--- config.mk ---
export PLATFORM = sky130hd
export DESIGN_NAME = pwm_width_meter
export DESIGN_NICKNAME = d
export VERILOG_FILES = /design/src/rtl/pwm_width_meter.sv
export SDC_FILE = /design/constraint.sdc
export NUM_CORES = 1
export LEC_CHECK = 0
export CORE_UTILIZATION = 25
export DETAILED_ROUTE_END_ITERATION = 12
export GPL_TIMING_DRIVEN = 0
export PLACE_DENSITY = 0.42
export SYNTH_ARGS = -nofsm -noshare
export SYNTH_HDL_FRONTEND = slang
export SYNTH_SLANG_ARGS = --single-unit
--- constraint.sdc ---
create_clock -name clk100 -period 2.56 [get_ports clk100]
set_clock_uncertainty 0.15 [all_clocks]
set_input_delay 0.256 -clock clk100 [delete_from_list [all_inputs] [get_ports clk100]]
set_output_delay 0.256 -clock clk100 [all_outputs]
set_load 0.05 [all_outputs]
--- src/rtl/pwm_width_meter.sv ---
// Measures high-time and rising-to-rising period of an asynchronous PWM line in
// clk100 cycles, publishing one result per period and flagging a stuck line.
module pwm_width_meter #(
  parameter int CNT_W       = 32,
  parameter int SYNC_STAGES = 2,
  parameter int TIMEOUT     = 1000000
) (
  input  logic             clk100,
  input  logic             rst,
  input  logic             pwm_in,
  output logic [CNT_W-1:0] width,
  output logic [CNT_W-1:0] period,
  output logic             meas_valid,
  output logic             stuck_high,
  output logic             stuck_low
);

  localparam int IDLE_W = $clog2(TIMEOUT + 1);
  localparam logic [IDLE_W-1:0] IDLE_LAST = IDLE_W'(TIMEOUT - 1);
  localparam logic [IDLE_W-1:0] IDLE_FULL = IDLE_W'(TIMEOUT);
  localparam logic [CNT_W-1:0]  CNT_MAX   = {CNT_W{1'b1}};
  localparam logic [CNT_W-1:0]  CNT_ONE   = CNT_W'(1);

  localparam logic [1:0] S_IDLE = 2'd0;
  localparam logic [1:0] S_HIGH = 2'd1;
  localparam logic [1:0] S_LOW  = 2'd2;

  logic [SYNC_STAGES-1:0] sync_q;
  logic                   pwm_s;
  logic                   pwm_d;
  logic                   rise;
  logic                   fall;
  logic                   rise_q;
  logic                   fall_q;
  logic                   level_q;
  logic [1:0]             state;
  logic [CNT_W-1:0]       hcnt;
  logic [CNT_W-1:0]       pcnt;
  logic [CNT_W-1:0]       pend_width;
  logic [CNT_W-1:0]       pend_period;
  logic                   pend_valid;
  logic [IDLE_W-1:0]      idle_cnt;
  logic                   edge_seen;
  logic                   timeout;

  function automatic logic [CNT_W-1:0] sat_inc(input logic [CNT_W-1:0] v);
    return (v == CNT_MAX) ? v : v + CNT_ONE;
  endfunction

  assign pwm_s     = sync_q[SYNC_STAGES-1];
  assign rise      = pwm_s & ~pwm_d;
  assign fall      = ~pwm_s & pwm_d;
  assign edge_seen = rise_q | fall_q;
  assign timeout   = ~edge_seen && (idle_cnt == IDLE_LAST);

  // Edges are registered together with the line level so the FSM, the counters
  // and the timeout all see one consistent, aligned view of the line.
  always_ff @(posedge clk100) begin
    if (rst) begin
      sync_q  <= '0;
      pwm_d   <= 1'b0;
      rise_q  <= 1'b0;
      fall_q  <= 1'b0;
      level_q <= 1'b0;
    end else begin
      sync_q  <= {sync_q[SYNC_STAGES-2:0], pwm_in};
      pwm_d   <= pwm_s;
      rise_q  <= rise;
      fall_q  <= fall;
      level_q <= pwm_s;
    end
  end

  always_ff @(posedge clk100) begin
    if (rst) begin
      idle_cnt   <= '0;
      stuck_high <= 1'b0;
      stuck_low  <= 1'b0;
    end else if (edge_seen) begin
      idle_cnt   <= '0;
      stuck_high <= 1'b0;
      stuck_low  <= 1'b0;
    end else begin
      if (idle_cnt != IDLE_FULL) idle_cnt <= idle_cnt + 1'b1;
      if (timeout) begin
        stuck_high <= level_q;
        stuck_low  <= ~level_q;
      end
    end
  end

  // The closing rise of a period publishes the counts and opens the next
  // period with that rise cycle already counted.
  always_ff @(posedge clk100) begin
    if (rst) begin
      state       <= S_IDLE;
      hcnt        <= '0;
      pcnt        <= '0;
      pend_width  <= '0;
      pend_period <= '0;
      pend_valid  <= 1'b0;
    end else begin
      pend_valid <= 1'b0;
      if (timeout) begin
        state <= S_IDLE;
      end else begin
        case (state)
          S_IDLE: begin
            if (rise_q) begin
              state <= S_HIGH;
              hcnt  <= CNT_ONE;
              pcnt  <= CNT_ONE;
            end
          end
          S_HIGH: begin
            pcnt <= sat_inc(pcnt);
            if (fall_q) state <= S_LOW;
            else        hcnt  <= sat_inc(hcnt);
          end
          S_LOW: begin
            if (rise_q) begin
              pend_width  <= hcnt;
              pend_period <= pcnt;
              pend_valid  <= 1'b1;
              state       <= S_HIGH;
              hcnt        <= CNT_ONE;
              pcnt        <= CNT_ONE;
            end else begin
              pcnt <= sat_inc(pcnt);
            end
          end
          default: state <= S_IDLE;
        endcase
      end
    end
  end

  always_ff @(posedge clk100) begin
    if (rst) begin
      width      <= '0;
      period     <= '0;
      meas_valid <= 1'b0;
    end else begin
      meas_valid <= pend_valid;
      if (pend_valid) begin
        width  <= pend_width;
        period <= pend_period;
      end
    end
  end

endmodule
==> reports/results.txt <==
Area leader, netlist -> dfxtp_1
# nets final -> 1190
Worst Path Required -> 2.89 ns
Critical Path Start Type -> flop
Cells after synthesis -> 1070
Hold Path Class -> input port to flop
Overall Power -> 7.244 mW
Vias in the first global route -> 7871
H-Tree Depth -> 1
Vias -> 8007
Ys async rst share -> 0
Commonest cells in the netlist -> 223 x dfxtp_1, 161 x nand2_1, 124 x a21oi_1
Full die area -> 38450 µm²
Reg2Reg Depth -> 5
Die height -> 196.1 µm
Sequential area share after synthesis -> 0.4740
Wire length per cell -> 15.64 µm
CTS Root Buffer Type -> clkbuf_16
First-pass GRT wire length -> 43.10 mm
Fin. Hold Viols -> 0
Final ANT Viol Nets -> 0
P per Cell Area -> 609.2 nW/µm²
Flops & latches, synth -> 223
Hold Worst Slack -> 0.2174 ns
Fmax -> 0.4085 GHz
Post-synth EDFFs -> 0
Reg2Reg Setup Slack -> 0.11 ns
Number of DRC markers in iteration 0 -> 467
Area after DPL -> 10730 µm²
Mean Syn Cell Area -> 8.802 µm²
Post-Syn Area -> 9418 µm²
Antenna violations before repair -> 1
Inst Count DP -> 1642
Antenna diode count -> 0
Synthesis-to-layout area growth -> 26.27%
Top-count cell post-synth -> dfxtp_1
Post-synth cell types -> 63
Die width -> 196.1 µm
Yosys warning count -> 0
Tcrit/Tclk final -> 0.9563
Total grt overflow -> 0
Io pins -> 70
Worst EP arrival -> 2.78 ns
Initial core utilization -> 0.2554
Worst VDD drop -> 568.2 µV
CTS tree -> built
Final setup violation count -> 0
Max-cap violations -> 0
GRT Util Overall -> 0.1369
Port Buffer Count -> 68
Layout cell share with drive strength beyond 1 -> 0.1108
Post-route cell area -> 11890 µm²
Skew-Pair Late Insertion Delay -> 0.54 ns
Outcome -> complete, no violations
Minimum clock period -> 2.448 ns
Hold path depth -> 2
Hold path startpoint -> pwm_in
Fin Setup TNS -> 0 ns
CTS buffer count -> 27
Post-Layout Cell Count -> 1695
DRC viols -> 0
Clock sinks -> 223
WL final -> 26.51 mm
Clock Pin Slew Worst Setup and Hold Paths -> 0.06 ns
Worst-path fanout max -> 8
Tightest Pin Transition -> 1.056 ns
Top post-synthesis cells by area -> dfxtp_1 47%, mux2i_1 7.1%, a21oi_1 6.6%
Mapped Nets -> 1082
Post-DP HPWL -> 18.17 mm
RD Place Congestion -> 0.7920
Top cell type's share of synthesized area -> 0.4740
Longest Clk Path Bufs -> 3
Most common flop cell mapped by yosys -> dfxtp_1
Crit path from -> pcnt[4]
RSZ-0062 raised after global routing -> yes
Pleak -> 3.732 nW
Worst Setup End Kind -> flop
Vias per inst -> 4.724
Reg-to-Reg Start -> pcnt[4]
Setup CP Type -> flop to flop
Worst slew margin -> 0.2957
Largest net degree at the start of global routing -> 14
Slew Limit Fails -> 0
CORE AREA -> 36870 µm²
Site Rows -> 70
Initial DRT Pass Iterations -> 7
## power by group
part           internal [mW]  leakage (nW)  switching (mW)  total, mW
clock network           2.07         0.401            1.47       3.55
logic                 0.0553          1.53           0.147      0.202
registers               3.48          1.80          0.0146       3.50
## final timing paths
path	endpoint
worst min register to register	fall_q
worst max-delay path	pcnt[21]
worst min-delay path	sync_q[0]
worst max register to register	pcnt[21]
## stage by stage
stage | setup WS, ns | utilization
finish | 0.1118 | 0.3225
global route | -0.05022 | 0.3225
CTS | 0.002740 | 0.3168
detailed placement | -0.7859 | 0.2910
global placement | -0.8098 | 0.2910
floorplan | 0.2222 | -
## kinds of logic after synthesis
family,Yosys count,share of synthesized area
muxes,67,0.07121
xor gates and xnor gates,13,0.01209
AOI/OAI and AO/OA,225,0.1480
and+or+nand+nor,447,0.2415
adders and majority gates,9,0.01196
buffers and inverters,86,0.04118
DFF,223,0.4740
## flip-flops by register name, indices dropped and copies added (netlist names), 2 cells and up
signal / flops
width: 32
state: 2
sync_q: 2
idle_cnt: 20
pend_period: 32
period: 32
hcnt: 32
pcnt: 32
pend_width: 32
## cells in the final DEF, fill, tap and decap left out, drive strengths merged, types with 9 or more instances in the layout
| cell type | Yosys | routed |
|---|---|---|
| dfxtp | 223 | 223 |
| nand2 | 161 | 161 |
| a21oi | 124 | 124 |
| nor2 | 95 | 95 |
| clkbuf | 41 | 78 |
| clkdlybuf4s50 | 0 | 68 |
| mux2i | 67 | 67 |
| or4 | 45 | 45 |
| o31ai | 44 | 44 |
| buf | 29 | 39 |
| nand3 | 32 | 32 |
| nand4 | 26 | 26 |
| inv | 16 | 17 |
| o21ai | 16 | 16 |
| nor3 | 14 | 14 |
| and3 | 12 | 12 |
| nor4 | 12 | 12 |
| or3 | 10 | 10 |
| nor2b | 9 | 9 |
| ha | 9 | 9 |
## per-layer routing
metal,track usage,up-vias,part of all wire
li1,-,4072,-
met1,0.1958,3768,0.51
met2,0.2142,141,0.43
met3,0.02114,26,0.040
met4,0.03212,0,0.014
met5,0,-,0
## critical path: stages, from the launching register on
cell and delay, ns:
dfxtp_1 0.46, nand4_2 0.27, or3_1 0.50, a211o_1 0.37, or4_1 0.49, a21oi_1 0.15
## layout make-up
type	instances	area, µm²
buffer	68	344.1
clock buffer	37	773.2
clock inverter	5	28.78
fill	3890	24980
inverter	16	60.06
multi-input combinational	761	4772
sequential	223	4487
tap	504	630.6
timing repair buffer	81	795.8
## repair_timing
item	in CTS	in global routing
endpoints found under the hold margin	1	0
cloned	1	1
endpoints found under the setup margin	64	103
hold buffers	1	0
resized for setup	27	43
pin swaps	6	15
setup buffers	6	4
No activity file was read; power rests on OpenSTA's default activity.
